--- src/rtl/cpu_pkg.sv ---
// rtl/cpu_pkg.sv - shared CPU widths and fetch-stage state encoding
package cpu_pkg;

    localparam int ADDR_W  = 8;
    localparam int INSTR_W = 32;

    typedef enum logic [2:0] {
        IDLE    = 3'd0,
        ISSUE   = 3'd1,
        MEMWAIT = 3'd2,
        SETTLE  = 3'd3,
        HOLD    = 3'd4
    } fetch_state_t;

endpackage

--- src/rtl/instr_fetch.sv ---
// rtl/instr_fetch.sv - fetch stage: ROM read, one-entry instruction register, redirect flush
module instr_fetch #(
    parameter int ADDR_W  = cpu_pkg::ADDR_W,
    parameter int INSTR_W = cpu_pkg::INSTR_W
) (
    input  logic               cout,
    input  logic               rst,
    input  logic [ADDR_W-1:0]  pc,
    input  logic               redirect,
    output logic               nxinst,
    output logic               imem_en,
    output logic [ADDR_W-1:0]  imem_addr,
    input  logic [INSTR_W-1:0] imem_rdata,
    output logic [INSTR_W-1:0] ir,
    output logic [ADDR_W-1:0]  ir_pc,
    output logic               ir_valid,
    input  logic               ir_ready
);

    cpu_pkg::fetch_state_t state;
    logic [ADDR_W-1:0]     fetch_pc;

    // The PC stage owns all address arithmetic; the ROM sees pc untouched.
    assign imem_en   = (state == cpu_pkg::ISSUE);
    assign imem_addr = pc;
    assign nxinst    = (state == cpu_pkg::MEMWAIT) && !redirect;

    always_ff @(posedge cout or posedge rst) begin
        if (rst) begin
            state    <= cpu_pkg::IDLE;
            fetch_pc <= '0;
            ir       <= '0;
            ir_pc    <= '0;
            ir_valid <= 1'b0;
        end else begin
            if (ir_valid && ir_ready) begin
                ir_valid <= 1'b0;
            end

            case (state)
                cpu_pkg::IDLE: begin
                    state <= cpu_pkg::ISSUE;
                end
                cpu_pkg::ISSUE: begin
                    fetch_pc <= pc;
                    state    <= cpu_pkg::MEMWAIT;
                end
                cpu_pkg::MEMWAIT: begin
                    if (!redirect) begin
                        ir       <= imem_rdata;
                        ir_pc    <= fetch_pc;
                        ir_valid <= 1'b1;
                    end
                    state <= cpu_pkg::SETTLE;
                end
                cpu_pkg::SETTLE: begin
                    if (!ir_valid || ir_ready) begin
                        state <= cpu_pkg::ISSUE;
                    end else begin
                        state <= cpu_pkg::HOLD;
                    end
                end
                cpu_pkg::HOLD: begin
                    if (ir_ready) begin
                        state <= cpu_pkg::ISSUE;
                    end
                end
                default: begin
                    state <= cpu_pkg::IDLE;
                end
            endcase

            // A redirect flushes everything in flight and gives the PC stage
            // one SETTLE cycle to present the target; IDLE is exempt.
            if (redirect && (state != cpu_pkg::IDLE)) begin
                state    <= cpu_pkg::SETTLE;
                ir_valid <= 1'b0;
            end
        end
    end

endmodule

--- config.mk ---
export PLATFORM = sky130hd
export DESIGN_NAME = instr_fetch
export DESIGN_NICKNAME = d
export VERILOG_FILES = /design/src/rtl/cpu_pkg.sv /design/src/rtl/instr_fetch.sv
export SDC_FILE = /design/constraint.sdc
export NUM_CORES = 1
export LEC_CHECK = 0
export CORE_MARGIN = 3
export CORE_UTILIZATION = 41
export CTS_CLUSTER_DIAMETER = 80
export DETAILED_ROUTE_END_ITERATION = 16
export PLACE_DENSITY = 0.77
export SLEW_MARGIN = 10
export SYNTH_ARGS = -nofsm -noshare
export SYNTH_HDL_FRONTEND = slang
export SYNTH_SLANG_ARGS = --single-unit
--- constraint.sdc ---
create_clock -name cout -period 1.9 [get_ports cout]
set_clock_uncertainty 0.05 [all_clocks]
set_input_delay 0.475 -clock cout [delete_from_list [all_inputs] [get_ports cout]]
set_output_delay 0.475 -clock cout [all_outputs]
set_load 0.1 [all_outputs]
==> impl_metrics.toml, run 1 <==
[critical_path]
end_kind = "primary output"
critPathRequiredTime_ns = 1.37
reg2reg_from = "state[0]"
r2r_cells = 4
startpoint_type = "register"
r2r-end = "ir[11]"
arrival_ns = 1.39
cp_max_fo = 3
max_stage_delay_ns = 0.44
slowest_stage = "dfrtp_2"
crit_path_cell_trace = "nor4_4, buf_4, buf_12"
path_class = "register to primary output"
rrSetupSlack_ns = 0.30

[cells_and_area]
mostFrequentLayoutCells = "54 x buf_12, 49 x dfrtp_1, 46 x mux2_2, 42 x clkdlybuf4s50_1, 13 x buf_4"
multi_input_area_sq_um = 656
area_growth_pct = 79.5
final_cells = 303
final_cell_area_sq_mm = 0.00374
fin_util_pct = 77.6
drive_gt1_share_pct = 52.5
diodes = 0
ff_latch_area_sq_mm = 0.00131
final_common_cell = "buf_12"
fin_nets = 280
filler_cell_count = 326

[floorplan]
rows = 25
fp.dieArea_sq_mm = 0.00597
fp.dieW_um = 77.3
ioPinCount = 95
core_sq_mm = 0.00482
die_h_um = 77.3
start_util_pct = 43.2

[clocking]
clockRootBuffer = "clkbuf_8"
cts_sinks = 52
cts_buffers = 5
h-tree-depth = 2
cts_tree = "built"
clock_latency_ns = 0.30
clockBufferDepth = 2
cts.clk_slew.worst_paths_ns = 0.08

[outcome]
status = "finished with violations"
failed_checks = "setup timing"

[route]
wl_um = 4960
viasPerCell = 4.75
drtIter0Drc = 17
drtAntennaViolNets = 0
first_pass_iters = 2
wl_per_cell_um = 16.4
drc_errors = 0
vias = 1439

[placed_design]
postPlaceCellArea_sq_mm = 0.00363
place_ws_ns = -0.0929
place_inst = 292
gp_congestion = 0.771
place_hpwl_um = 4000
io_buffer_count = 94

[logic_synthesis]
syn_area_per_cell_sq_um = 15.5
syn_nets = 178
synth-seq-cells = 52
yosys_warnings = 0
synth_cell_type_count = 19
synth_cells = 134
syn_area_sq_mm = 0.00208
ys_seq_area_share_pct = 62.5

[sta]
max_slew.worst_pin.slew_ns = 0.348
final_hold_viol_count = 0
fmax_mhz = 522
slew_headroom_pct = 76.8
setup_viol = 1
fin_crit_sh_pct = 101
fin_crit_ns = 1.92
drv_slew = 0
fin_ws_ns = -0.0174
rsz0062_at_grt = "yes"

[global_routing]
grt_max_degree = 25
overflow = 0
track_usage_pct = 17.6
antenna_found_initial = 0
grt_first_pass_wirelength_um = 8160
grt_pass1_vias = 1587

[job]
maxCapViolations = 0

[min_path]
hp-class = "input pin to asynchronous set/reset pin"
[what timing repair did]
action,in CTS,in global routing
resized for setup,4,0
setup buffers,3,1
hold buffers,0,0
setup endpoints to repair,2,2
pin swaps,1,0
[state kept, by name, summed over array words and instances, names as in the netlist]
register	flops
state	3
ir_pc	8
ir_valid	1
ir	32
fetch_pc	8
[worst max path at each step]
stage | from | endpoint | slack [ns] | depth (start not counted)
2_1_floorplan | state[0] | fetch_pc[0] | 0.06 | 4
3_3_place_gp | redirect | nxinst | -0.08 | 4
3_5_place_dp | redirect | ir[11] | -0.09 | 5
4_1_cts | state[0] | nxinst | -0.01 | 3
5_1_grt | state[0] | nxinst | -0.10 | 3
6_report | state[0] | nxinst | -0.02 | 3
[routing by layer]
| metal | GRT usage, % | wire, um | up-vias | part of all wire [%] |
|---|---|---|---|---|
| met5 | 0 | 0 | - | 0 |
| met1 | 18.5 | 1760 | 737 | 35 |
| met2 | 34.2 | 2930 | 37 | 59 |
| met4 | 4.45 | 72 | 0 | 1.5 |
| met3 | 4.69 | 206 | 6 | 4.2 |
| li1 | - | - | 659 | - |
[critical path, delay by kind of cell (launching register included)]
| kind | cells | cell delay, ns |
|---|---|---|
| flip-flops | 1 | 0.44 |
| buffers and inverters | 2 | 0.35 |
| AND/OR/NAND/NOR | 1 | 0.30 |
[layout make-up]
| cell class | count | share of cell area [%] |
|---|---|---|
| Tap cell | 67 | 2.24 |
| Timing Repair Buffer | 110 | 43.0 |
| Inverter | 2 | 0.201 |
| Multi-Input combinational cell | 65 | 17.5 |
| Sequential cell | 52 | 34.9 |
| Clock buffer | 6 | 1.94 |
| Clock inverter | 1 | 0.134 |
[kinds of logic (layout without fill, tap and decap cells)]
logic type	count (synthesis)	after routing	share of synthesized area [%]
flip-flops	52	52	62.5
buffers and inverters	17	119	6.01
AO/OA/AOI/OAI	5	5	1.56
multiplexers	48	48	26.0
AND/OR/NAND/NOR	12	12	3.97
[synth_stat cells]
library cell | number | share of area [%]
buf_4 | 8 | 2.9
a21boi_0 | 2 | 0.72
nor4_4 | 1 | 1.0
clkbuf_1 | 2 | 0.36
dfrtp_1 | 52 | 63
mux2_1 | 2 | 1.1
nor4_1 | 1 | 0.30
nor2_1 | 4 | 0.72
a21oi_1 | 2 | 0.48
and4b_1 | 1 | 0.48
buf_6 | 4 | 2.2
nand2b_1 | 1 | 0.30
buf_2 | 1 | 0.24
or3_1 | 1 | 0.30
inv_1 | 2 | 0.36
mux2_2 | 46 | 25
o21bai_1 | 1 | 0.36
nor3_1 | 2 | 0.48
nor3b_1 | 1 | 0.36
[stage by stage]
stage	setup TNS (ns)	hold slack [ns]
finish	-0.0174	0.411
CTS	-0.0150	0.414
global placement	-2.35	0.419
global route	-0.109	0.424
detailed placement	-2.64	0.433
floorplan	0	0.410
Power of run 1 is left out: the tool's default activity adds up to more than one toggle a clock period on the data nets, which glitch-free logic cannot reach.
==> inputs of run 2 (changes only) <==
SKIP_LAST_GASP = 1   (was not set)
==> run 2 against run 1 <==
The run still ends with setup timing left. Global-route usage is essentially flat. Highest routed layer unchanged. First-iteration DRC count is the same. Final area is the same.
==> impl_metrics.toml, run 2 (synthesized netlist as in run 1, its figures left out) <==
[sta]
hold-worst-slack_ns = 0.411
rsz0062_at_grt = "yes"
max_slew.worst_pin.slew_ns = 0.348
drv_slew = 0
fin_crit_ns = 1.92
final_hold_viol_count = 0
slew_headroom_pct = 76.8
setup_viol = 1
fmax_mhz = 522
fin_crit_sh_pct = 101
fin_ws_ns = -0.0174

[critical_path]
startpoint_type = "register"
cp_max_fo = 3
r2r_cells = 4
arrival_ns = 1.39
critPathRequiredTime_ns = 1.37
path_class = "register to primary output"
end_kind = "primary output"

[route]
drc_errors = 0
wl_per_cell_um = 16.4
viasPerCell = 4.75
vias = 1439
drtAntennaViolNets = 0
first_pass_iters = 2
drtIter0Drc = 17
wl_um = 4960

[global_routing]
grt_max_degree = 25
antenna_found_initial = 0
grt_pass1_vias = 1586
grt_first_pass_wirelength_um = 8150
track_usage_pct = 17.6
overflow = 0

[floorplan]
fp.dieArea_sq_mm = 0.00597
start_util_pct = 43.2
rows = 25
core_sq_mm = 0.00482
fp.dieW_um = 77.3
die_h_um = 77.3
ioPinCount = 95

[cells_and_area]
drive_gt1_share_pct = 52.5
fin_util_pct = 77.6
largest_reg_flops = 32
fin_nets = 280
top_register = "ir"
top_regs = "ir: 32 flops, fetch_pc: 8 flops, ir_pc: 8 flops"
final_cells = 303
final_common_cell = "buf_12"
area_growth_pct = 79.5
mostFrequentLayoutCells = "54 x buf_12, 49 x dfrtp_1, 46 x mux2_2, 42 x clkdlybuf4s50_1, 13 x buf_4"
diodes = 0

[clocking]
clockRootBuffer = "clkbuf_8"
cts.clk_slew.worst_paths_ns = 0.08
h-tree-depth = 2
clockBufferDepth = 2
cts_sinks = 52
cts_tree = "built"
cts_buffers = 5
clock_latency_ns = 0.30

[placed_design]
place_inst = 292
gp_congestion = 0.771
place_hpwl_um = 4000
io_buffer_count = 94

[outcome]
status = "finished with violations"
failed_checks = "setup timing"

[min_path]
hp-class = "input pin to asynchronous set/reset pin"

[job]
maxCapViolations = 0
-- run 2: cell counts in the layout (fill, tap and decap cells not counted) --
No cell type changed its count.
-- run 2: worst max-delay path, stage by stage (launching register included) --
cell     delay [ns]
dfrtp_2        0.44
nor4_4         0.30
buf_4          0.18
buf_12         0.17
-- run 2: metal layers --
layer  vias up  global-route usage [%]  share of wire [%]
met2        37                    34.2                 59
met5         -                       0                  0
met4         0                    4.45                1.5
met3         6                    4.69                4.2
li1        659                       -                  -
met1       737                    18.4                 35
-- run 2: final timing paths --
path,to,start,slack (ns)
max,nxinst,state[0],-0.02
min,ir[13],rst,0.41
max reg2reg,ir[11],state[0],0.30
min reg2reg,ir_pc[3],fetch_pc[3],0.45
max in group asynchronous,state[2],rst,0.85
min in group cout,ir_pc[3],fetch_pc[3],0.45
-- run 2: per-stage QoR --
step / area, sq um / TNS [ns] / worst slack [ns]
finish: 3740 / -0.0174 / -0.0174
global route: 3740 / -0.109 / -0.102
CTS: 3730 / -0.0402 / -0.0402
detailed placement: 3630 / -2.64 / -0.0929
global placement: 3630 / -2.35 / -0.0842
floorplan: 2080 / 0 / 0.0615
-- run 2: cell type report --
class | count | area (sq um)
multi-input combinational | 65 | 656
fill | 326 | 1080
timing repair buffer | 110 | 1610
clock inverter | 1 | 5.00
sequential | 52 | 1310
inverter | 2 | 7.51
tap | 67 | 83.8
clock buffer | 6 | 72.6
-- run 2: what timing repair did --
item	CTS	global route
hold buffers	0	0
setup buffers	3	1
resized for setup	3	1
pin swaps	0	1
setup endpoints to repair	2	2
Power of run 2 is left out for the same reason.
==> inputs of run 3 (changes only) <==
CORE_UTILIZATION = 43   (was 41)
CTS_BUF_LIST = sky130_fd_sc_hd__clkbuf_2   (was not set)
PLACE_DENSITY = 0.81   (was 0.77)
==> run 3 against run 2 <==
The flow still finishes with violations (setup timing). Register-to-register slack lost 0.35 ns. Sequential share of layout area grew 0.83 points. Non-clock buffer count shrank 2. Global-route usage grew 2.7 points. Largest cell class unchanged.
==> impl_metrics.toml, run 3 (synthesized netlist as in run 1, its figures left out) <==
[outcome]
status = "finished with violations"
failed_checks = "setup timing"

[clocking]
h-tree-depth = 2
cts_sinks = 52
cts_tree = "built"
cts.clk_slew.worst_paths_ns = 0.23
clock_latency_ns = 0.42
clockRootBuffer = "clkbuf_2"
clockBufferDepth = 2
cts_buffers = 5
cts.hold.buffers_added = 0

[route]
vias = 1470
first_pass_iters = 5
drtAntennaViolNets = 0
wl_um = 5720
drtIter0Drc = 100
viasPerCell = 5.12
drc_errors = 0
wl_per_cell_um = 19.9

[critical_path]
critPathRequiredTime_ns = 1.37
arrival_ns = 1.53
cp_max_fo = 2
startpoint_type = "register"
rrSetupSlack_ns = -0.05
path_class = "register to primary output"
end_kind = "primary output"

[sta]
fin_crit_ns = 2.06
fin_ws_ns = -0.160
max_slew.worst_pin.slew_ns = 0.315
fmax_mhz = 485
slew_headroom_pct = 78.8
fin_crit_sh_pct = 108
final_hold_viol_count = 0
drv_slew = 0
rsz0062_at_grt = "yes"
setup_viol = 38
hold-worst-slack_ns = 0.340

[floorplan]
start_util_pct = 46.2
ioPinCount = 95
rows = 24
fp.dieArea_sq_mm = 0.00571
die_h_um = 75.6
fp.dieW_um = 75.6
core_sq_mm = 0.00450

[placed_design]
place_hpwl_um = 4360
io_buffer_count = 94
place_inst = 272
gp_congestion = 0.751
postPlaceCellArea_sq_mm = 0.00355

[min_path]
hp-class = "input pin to asynchronous set/reset pin"

[cells_and_area]
filler_cell_count = 231
drive_gt1_share_pct = 52.8
final_cell_area_sq_mm = 0.00365
largest_reg_flops = 32
mostFrequentLayoutCells = "52 x buf_12, 50 x dfrtp_1, 46 x mux2_2, 42 x clkdlybuf4s50_1, 12 x buf_4"
diodes = 0
fin_util_pct = 81.0
top_register = "ir"
area_growth_pct = 75.2
top_regs = "ir: 32 flops, fetch_pc: 8 flops, ir_pc: 8 flops"
final_common_cell = "buf_12"
final_cells = 287
fin_nets = 278

[global_routing]
track_usage_pct = 20.3
overflow = 0
grt_max_degree = 53
antenna_found_initial = 0
grt_pass1_vias = 1679
grt_first_pass_wirelength_um = 8480

[job]
maxCapViolations = 0
==> run 3: metrics by stage <==
step | setup TNS [ns] | setup WS, ns
final | -0.942 | -0.160
after global routing | -3.41 | -0.222
after CTS | -0.260 | -0.147
after detailed placement | -10.04 | -0.276
after global placement | -6.15 | -0.167
after floorplan | 0 | 0.0615
==> run 3: what timing repair did <==
action	in CTS	in global routing
setup endpoints to repair	23	2
gates resized for setup	5	1
setup buffers	4	3
pin swaps	1	1
endpoints found under the hold margin	0	0
==> run 3: critical path, stage by stage (launching register included) <==
cell and delay (ns):
dfrtp_1 0.48, buf_6 0.13, nor3b_2 0.18, buf_4 0.16, buf_12 0.17
==> run 3: worst paths after layout <==
check / startpoint / endpoint / cells after the start
worst max-delay path: state[0] / imem_en / 4
worst max register to register: state[1] / ir_pc[5] / 6
worst min-delay path: rst / ir_valid / 3
min in group cout: fetch_pc[3] / ir_pc[3] / 1
max in group asynchronous: rst / state[2] / 3
worst min register to register: fetch_pc[3] / ir_pc[3] / 1
==> run 3: final cells by class <==
cell class	instances	area (sq um)	area share, %
Tap cell	52	65.1	1.78
Inverter	2	7.51	0.206
Multi-Input combinational cell	65	661	18.1
Sequential cell	52	1300	35.7
Clock buffer	7	35.0	0.961
Timing Repair Buffer	108	1570	43.1
Clock inverter	1	3.75	0.103
==> run 3: layer usage <==
layer | GRT usage (%) | share of wire (%) | vias to the layer above
met2 | 38.9 | 58 | 49
met5 | 0 | 0 | -
met4 | 8.16 | 1.8 | 0
met3 | 3.17 | 4.5 | 9
li1 | - | - | 654
met1 | 21.9 | 35 | 758
Power of run 3 is left out for the same reason.
